**config.mk**
```make
export PLATFORM = sky130hd
export DESIGN_NAME = gi_hi_precompute_stage_flat
export DESIGN_NICKNAME = d
export VERILOG_FILES = /design/src/rtl/gi_hi_precompute_stage_if.sv /design/src/rtl/gi_hi_precompute_stage.sv /design/src/flat_wrapper.sv
export SDC_FILE = /design/constraint.sdc
export NUM_CORES = 1
export LEC_CHECK = 0
export CORE_MARGIN = 10
export CORE_UTILIZATION = 55
export DETAILED_ROUTE_END_ITERATION = 7
export DONT_BUFFER_PORTS = 1
export PLACE_DENSITY = 0.67
export SYNTH_ARGS = -nofsm -noshare
export SYNTH_HDL_FRONTEND = slang
export SYNTH_SLANG_ARGS = --single-unit
```
**constraint.sdc**
```tcl
create_clock -name clk -period 3.12 [get_ports clk]
set_clock_uncertainty 0.15 [all_clocks]
set_input_delay 0.624 -clock clk [delete_from_list [all_inputs] [get_ports clk]]
set_output_delay 0.624 -clock clk [all_outputs]
set_load 0.01 [all_outputs]
```
**src/rtl/gi_hi_precompute_stage_if.sv**
```systemverilog
// rtl/gi_hi_precompute_stage_if.sv - share/randomness input and monomial-word output handshakes
interface gi_hi_precompute_stage_if;
   logic [3:0]  x_share0;
   logic [3:0]  x_share1;
   logic [10:0] rand_in;
   logic        in_valid;
   logic        in_ready;
   logic [14:0] gi_reg;
   logic [14:0] hi_out;
   logic        out_valid;
   logic        out_ready;

   modport master (
      output x_share0, x_share1, rand_in, in_valid, out_ready,
      input  in_ready, gi_reg, hi_out, out_valid
   );

   modport slave (
      input  x_share0, x_share1, rand_in, in_valid, out_ready,
      output in_ready, gi_reg, hi_out, out_valid
   );
endinterface

```
**src/rtl/gi_hi_precompute_stage.sv**
```systemverilog
// rtl/gi_hi_precompute_stage.sv - per-share ANF monomials, share-0 masking, elastic output buffer
module gi_hi_precompute_stage #(
   parameter int BUF_DEPTH = 2
) (
   input  logic                      clk,
   input  logic                      rst_n,
   input  logic                      clear,
   gi_hi_precompute_stage_if.slave   bus
);

   localparam int PW = (BUF_DEPTH > 1) ? $clog2(BUF_DEPTH) : 1;
   localparam int CW = $clog2(BUF_DEPTH + 1);
   localparam logic [PW-1:0] LAST_PTR = PW'(BUF_DEPTH - 1);
   localparam logic [CW-1:0] FULL_CNT = CW'(BUF_DEPTH);

   // Each share gets its own monomial cone; nothing here combines the two shares.
   function automatic logic [14:0] monomials(input logic [3:0] x);
      logic a, b, c, d;
      {a, b, c, d} = x;
      return {a & b & c & d,
              b & c & d, a & c & d, a & b & d, a & b & c,
              c & d, b & d, b & c, a & d, a & c, a & b,
              d, c, b, a};
   endfunction

   function automatic logic [PW-1:0] ptr_inc(input logic [PW-1:0] p);
      return (p == LAST_PTR) ? '0 : p + 1'b1;
   endfunction

   logic [14:0]   gi_mem [BUF_DEPTH];
   logic [14:0]   hi_mem [BUF_DEPTH];
   logic [PW-1:0] rd_ptr;
   logic [PW-1:0] wr_ptr;
   logic [CW-1:0] count;
   logic [CW-1:0] count_next;
   logic          in_ready_q;
   logic          out_valid;
   logic          push;
   logic          pop;
   logic [14:0]   gi_word;
   logic [14:0]   hi_word;

   assign gi_word   = monomials(bus.x_share0) ^ {bus.rand_in, 4'b0000};
   assign hi_word   = monomials(bus.x_share1);
   assign out_valid = (count != '0);
   assign push      = bus.in_valid && in_ready_q;
   assign pop       = out_valid && bus.out_ready;

   always_comb begin
      count_next = count;
      if (push && !pop) begin
         count_next = count + 1'b1;
      end else if (!push && pop) begin
         count_next = count - 1'b1;
      end
   end

   always_ff @(posedge clk) begin
      if (!rst_n || clear) begin
         rd_ptr     <= '0;
         wr_ptr     <= '0;
         count      <= '0;
         in_ready_q <= 1'b1;
         for (int i = 0; i < BUF_DEPTH; i++) begin
            gi_mem[i] <= '0;
            hi_mem[i] <= '0;
         end
      end else begin
         // Freed entries are scrubbed so no old share data lingers in storage.
         if (pop) begin
            gi_mem[rd_ptr] <= '0;
            hi_mem[rd_ptr] <= '0;
            rd_ptr         <= ptr_inc(rd_ptr);
         end
         if (push) begin
            gi_mem[wr_ptr] <= gi_word;
            hi_mem[wr_ptr] <= hi_word;
            wr_ptr         <= ptr_inc(wr_ptr);
         end
         count      <= count_next;
         in_ready_q <= (count_next < FULL_CNT);
      end
   end

   assign bus.in_ready  = in_ready_q;
   assign bus.out_valid = out_valid;
   assign bus.gi_reg    = out_valid ? gi_mem[rd_ptr] : 15'h0000;
   assign bus.hi_out    = out_valid ? hi_mem[rd_ptr] : 15'h0000;

endmodule

```
**src/flat_wrapper.sv**
```systemverilog
// flat-port wrapper written by rule: the top's interface ports become plain ports
module gi_hi_precompute_stage_flat 
#(
   parameter int BUF_DEPTH = 2
)
  (clk, rst_n, clear, bus_x_share0, bus_x_share1, bus_rand_in, bus_in_valid, bus_out_ready, bus_in_ready, bus_gi_reg, bus_hi_out, bus_out_valid);
  gi_hi_precompute_stage_if bus_i ();
  input  logic clk;
  input  logic rst_n;
  input  logic clear;
  input wire logic [$bits(bus_i.x_share0)-1:0] bus_x_share0;
  input wire logic [$bits(bus_i.x_share1)-1:0] bus_x_share1;
  input wire logic [$bits(bus_i.rand_in)-1:0] bus_rand_in;
  input wire logic [$bits(bus_i.in_valid)-1:0] bus_in_valid;
  input wire logic [$bits(bus_i.out_ready)-1:0] bus_out_ready;
  output wire logic [$bits(bus_i.in_ready)-1:0] bus_in_ready;
  output wire logic [$bits(bus_i.gi_reg)-1:0] bus_gi_reg;
  output wire logic [$bits(bus_i.hi_out)-1:0] bus_hi_out;
  output wire logic [$bits(bus_i.out_valid)-1:0] bus_out_valid;
  assign bus_i.x_share0 = bus_x_share0;
  assign bus_i.x_share1 = bus_x_share1;
  assign bus_i.rand_in = bus_rand_in;
  assign bus_i.in_valid = bus_in_valid;
  assign bus_i.out_ready = bus_out_ready;
  assign bus_in_ready = bus_i.in_ready;
  assign bus_gi_reg = bus_i.gi_reg;
  assign bus_hi_out = bus_i.hi_out;
  assign bus_out_valid = bus_i.out_valid;
  gi_hi_precompute_stage #(.BUF_DEPTH(BUF_DEPTH)) u_core (.clk(clk), .rst_n(rst_n), .clear(clear), .bus(bus_i));
endmodule
```
==> flow_summary.yaml, run 1 <==
synthesis:
  yosysWarnings: 0
  syn_avg_cell_area_um2: 11.6
  synth_top_area_frac: 0.578
  ys_types: 29
  syn_inst: 270
  ys_seq_area_frac: 0.616
  syn_nets: 298
  yosys_register_bits: 66
  syn-cell-area_um2: 3120
  synth_top_area_cell: "edfxtp_1"
  yosys-top-cells-area: "edfxtp_1 58%, mux2i_1 9.6%, nor2_1 9.6%"
global_route:
  grt_max_degree: 31
  grt_pass1_vias: 1946
  grt_pass1_wl_mm: 9.53
  antenna_found_initial: 0
  grt_use_total: 0.139
  globalRouteOverflowTotal: 0
floorplan:
  coreArea_um2: 5510
  io_pins: 56
  die_w_um: 95.3
  die_area_um2: 9080
  start_util: 0.566
  die_h_um: 95.3
  fp-row-count: 27
run:
  max-cap-violations: 0
sta:
  period_minus_slack_ps: 2460
  max-slew-margin-rel: 0.719
  fin_ws_ps: 660
  final-setup-viol-count: 0
  rsz0062_at_grt: "no"
  finalHoldViolCount: 0
  worst_pin_slew_ps: 421
  fmax_mhz: 407
  fin_crit_sh: 0.788
  slew_violations: 0
  setup_tns_ps: 0
routing:
  wirelength_mm: 6.07
  via_per_inst: 5.36
  drt_pass1_iterations: 4
  wl_per_cell_um: 17.6
  vias: 1849
  drc_errors: 0
  drt_iter0_drc: 96
  ant_nets: 0
clocking:
  hold_buffers: 0
  cts_buffers: 9
  clock_sinks: 66
  clkTransAtPathRegs_ps: 70
  cts_tree: "done"
  insertion_delay_ps: 330
  h-tree-depth: 3
  post-cts-setup-buffers: 0
  root_buffer: "clkbuf_8"
  clk_path_buf_depth: 2
  cts-resized-gates: 0
setup_path:
  endpoint_kind: "output pin"
  cp_slowest_cell: "dfxtp_2"
  critPathMaxStageDelay_ps: 590
  crit_chain: "buf_4 > mux2i_1 > nor2_1"
  crit_buf_inv: 1
  path_class: "reg2out"
  crit_required_ps: 2350
  cp.arrival_ps: 1690
  critical-path-top-delay-family: "flip-flops"
  cp_max_fo: 17
  setup.worst_path.start_class: "register"
layout:
  areaGrowthSynthToFinish_pct: 6.78
  fillCellCount: 466
  final_nets: 296
  diodes: 0
  fin_cells: 345
  drive_gt1_frac: 0.0806
power:
  powerDensity_nw_per_um2: 540
  p_leak_uw: 0.00124
  ir_drop_mv: 0.304
place:
  hpwl_mm: 4.23
  placed_cells: 329
  globalplace.congestion: 0.762
  io_buffers: 0
  dp_slack_ps: 647
run_status:
  status: "finished, final reports clean"
hold_path:
  holdCritPathClass: "reg2reg"
-- cells by family (layout without fill, tap and decap cells) --
kind of cell / Yosys count / count (layout) / share of synthesized area
AOI/OAI and AO/OA: 8 / 8 / 0.0148
xor gates and xnor gates: 13 / 13 / 0.0365
adders and majority gates: 4 / 4 / 0.0160
buffers and inverters: 27 / 30 / 0.0421
DFF: 66 / 66 / 0.616
muxes: 30 / 30 / 0.0963
and+or+nand+nor: 122 / 122 / 0.178
-- report_power, final --
part | internal (uW) | total, uW | switching [uW]
combinational | 35.2 | 107 | 71.6
sequential | 1010 | 1020 | 15.8
clock | 364 | 666 | 302
-- stage by stage --
step / hold slack [ps] / area (um2) / total power, uW / util
2_1_floorplan: 300 / 3120 / 1130 / -
5_1_grt: 328 / 3330 / 1860 / 0.605
6_report: 336 / 3330 / 1800 / 0.605
4_1_cts: 325 / 3330 / 1810 / 0.605
3_5_place_dp: 334 / 3150 / 1150 / 0.573
3_3_place_gp: 310 / 3150 / 1150 / 0.573
-- layout by cell type (no fill, tap or decap), types with 2 or more instances in the layout --
| master | instances |
|---|---|
| o21ai_0 | 2 |
| clkbuf_8 | 9 |
| nor3_2 | 2 |
| nor2_1 | 80 |
| nand2_1 | 14 |
| edfxtp_1 | 60 |
| and2_1 | 5 |
| and3_1 | 4 |
| a21oi_1 | 4 |
| clkinv_1 | 2 |
| dfxtp_1 | 5 |
| nand3_1 | 5 |
| nand2b_1 | 3 |
| nor3_1 | 2 |
| xor2_1 | 12 |
| mux2i_1 | 30 |
| ha_1 | 4 |
| inv_1 | 10 |
| buf_4 | 4 |
| clkbuf_1 | 3 |
-- worst reg2reg max path, cell delays in order (launching register included) --
cell and delay, ps:
dfxtp_1 400, and4b_1 450, nand2_4 230, nand2_1 280, buf_4 370
-- metal layers --
layer / global-route usage / part of all wire / vias to the layer above
met3: 0.0463 / 0.083 / 6
li1: - / - / 906
met5: 0 / 0 / -
met1: 0.157 / 0.41 / 887
met4: 0.0748 / 0.016 / 0
met2: 0.230 / 0.49 / 50
-- path summary, 6_finish.rpt --
path | start | end | slack, ps | cells after the start
worst min register to register | u_core.count[0] | u_core.count[0] | 340 | 2
worst max-delay path | register | bus_hi_out[14] | 660 | 3
worst max register to register | u_core.bus.in_ready | u_core.hi_mem[1][6] | 890 | 4
worst min-delay path | u_core.count[0] | u_core.count[0] | 340 | 2
-- cell usage after synthesis --
library cell,n
a21oi_1,4
and2_1,5
and2b_1,1
and3_1,4
and4b_1,1
buf_2,6
buf_6,3
clkbuf_1,8
dfxtp_1,6
edfxtp_1,60
ha_1,4
inv_1,10
mux2i_1,30
nand2_1,14
nand2_4,1
nand2b_1,3
nand2b_4,1
nand3_1,5
nand3b_1,1
nand4_1,1
nor2_1,80
nor3_1,2
nor3_2,2
nor3_4,1
o21a_1,1
o21ai_0,2
o221ai_1,1
xnor2_1,1
xor2_1,12
-- cell type report --
type	count	area, um2	area share
Clock buffer	12	135	0.0406
Timing Repair Buffer	4	30.0	0.00902
Inverter	10	37.5	0.0113
Multi-Input combinational cell	177	1070	0.322
Sequential cell	66	1920	0.577
Tap cell	72	90.1	0.0270
Clock inverter	4	42.5	0.0128
-- flip-flops by register name, summed over array words and instances, names as in the netlist, named ones only --
name	flops
u_core.count	2
u_core.gi_mem	30
u_core.rd_ptr	1
u_core.bus.in_ready	1
u_core.hi_mem	30
u_core.wr_ptr	1
Note: power is estimated with default switching activity, not from simulation.
==> run 2: changes to the inputs <==
- PLACE_DENSITY: 0.67 -> 0.7
- clock period: 3.12 -> 2.2 ns (I/O delays scaled with it)
==> run 2 against run 1 <==
Against the previous run: sequential power up 42%; die area unchanged; critical endpoint unchanged; clock power up 21%; final cell count up 0.58%; via count up 1.2%; register-to-register slack worse by 550 ps; critical path depth up 1; first-iteration DRC count down 27%; worst setup slack worse by 480 ps; final area up 1.2%.
==> flow_summary.yaml, run 2 (synthesis gave the netlist of run 1 again) <==
setup_path:
  crit_required_ps: 1610
  rr_endpoint: "u_core.hi_mem[1][9]"
  cp_max_fo: 30
  setup.worst_path.start_class: "register"
  r2r_start: "u_core.count[0]"
  r2r.worst_path.cells: 8
  cp.arrival_ps: 1430
  rrSetupSlack_ps: 340
  endpoint_kind: "output pin"
  path_class: "reg2out"
  crit_path_start: "u_core.count[0]"
routing:
  via_per_inst: 5.39
  drt_pass1_iterations: 5
  wl_per_cell_um: 17.8
  vias: 1871
  ant_nets: 0
  drc_errors: 0
  drt_iter0_drc: 70
  wirelength_mm: 6.18
global_route:
  grt_pass1_vias: 1981
  grt_use_total: 0.143
  antenna_found_initial: 0
  grt_pass1_wl_mm: 9.70
  globalRouteOverflowTotal: 0
  grt_max_degree: 31
power:
  powerDensity_nw_per_um2: 719
  ir_drop_mv: 0.373
  p_leak_uw: 0.00125
layout:
  drive_gt1_frac: 0.0909
  layout_commonest_cell: "nor2_1"
  diodes: 0
  final_cell_mix: "80 x nor2_1, 60 x edfxtp_1, 30 x mux2i_1"
  areaGrowthSynthToFinish_pct: 8.10
  fin_area_um2: 3370
  post-route-util: 0.612
  reg_top3: "u_core.gi_mem x30, u_core.hi_mem x30, u_core.count x2"
  final_nets: 298
clocking:
  insertion_delay_ps: 330
  clkTransAtPathRegs_ps: 60
  clk_path_buf_depth: 2
  cts_buffers: 9
  post-cts-setup-buffers: 0
  cts_tree: "done"
  hold_buffers: 0
  cts-resized-gates: 0
  clock_sinks: 66
  root_buffer: "clkbuf_8"
  h-tree-depth: 3
floorplan:
  die_area_um2: 9080
  die_h_um: 95.3
  start_util: 0.566
  fp-row-count: 27
  io_pins: 56
  die_w_um: 95.3
  coreArea_um2: 5510
hold_path:
  holdCritPathClass: "in2reg"
  min_path_cells: 1
  whs_endpoint: "u_core.gi_mem[0][2]"
  hold_start: "bus_x_share0[1]"
sta:
  slew_violations: 0
  setup_tns_ps: 0
  fin_crit_sh: 0.918
  max-slew-margin-rel: 0.699
  finalHoldViolCount: 0
  fmax_mhz: 495
  period_minus_slack_ps: 2020
  final-setup-viol-count: 0
  rsz0062_at_grt: "no"
  worst_pin_slew_ps: 451
  fin_ws_ps: 181
place:
  place_area_um2: 3220
  dp_slack_ps: 332
  hpwl_mm: 4.18
  globalplace.congestion: 0.809
  io_buffers: 0
run:
  max-cap-violations: 0
run_status:
  status: "finished, final reports clean"
[run 2: layout make-up]
| cell class | instances | area, um2 |
|---|---|---|
| clock inverter | 5 | 21.3 |
| multi-input combinational | 177 | 1090 |
| fill | 457 | 2130 |
| inverter | 10 | 37.5 |
| clock buffer | 11 | 131 |
| tap | 72 | 90.1 |
| sequential | 66 | 1920 |
| timing repair buffer | 6 | 82.6 |
[run 2: how the worst max path moves through the flow]
stage / slack, ps / endpoint / depth (start not counted)
floorplan: 220 / u_core.gi_mem[0][0] / 5
global placement: 380 / u_core.hi_mem[1][11] / 8
detailed placement: 330 / u_core.hi_mem[1][0] / 8
CTS: 150 / bus_gi_reg[10] / 4
global route: 70 / bus_gi_reg[10] / 4
finish: 180 / bus_hi_out[14] / 4
[run 2: worst max-delay path: stages, from the launching register on]
cell     delay [ps]
dfxtp_1         340
inv_1            50
ha_1            200
buf_4           230
nor2_1          270
[run 2: per-layer routing]
layer / global-route usage / share of wire
met1: 0.153 / 0.38
met2: 0.243 / 0.51
met3: 0.0589 / 0.098
met4: 0.0648 / 0.0097
met5: 0 / 0
[run 2: per-stage QoR]
stage	hold WS [ps]	power (uW)	instances
after floorplan	300	1610	270
after global placement	310	1640	331
after detailed placement	323	1650	331
after CTS	145	2450	347
after global routing	150	2520	347
final	154	2420	347
[run 2: report_power, final]
| part | leakage [uW] | internal (uW) | switching (uW) | total [uW] |
|---|---|---|---|---|
| Clock | 0.0000796 | 394 | 414 | 807 |
| Sequential | 0.000731 | 1430 | 21.9 | 1450 |
| Combinational | 0.000443 | 57.8 | 106 | 164 |
| Total | 0.00125 | 1880 | 542 | 2420 |
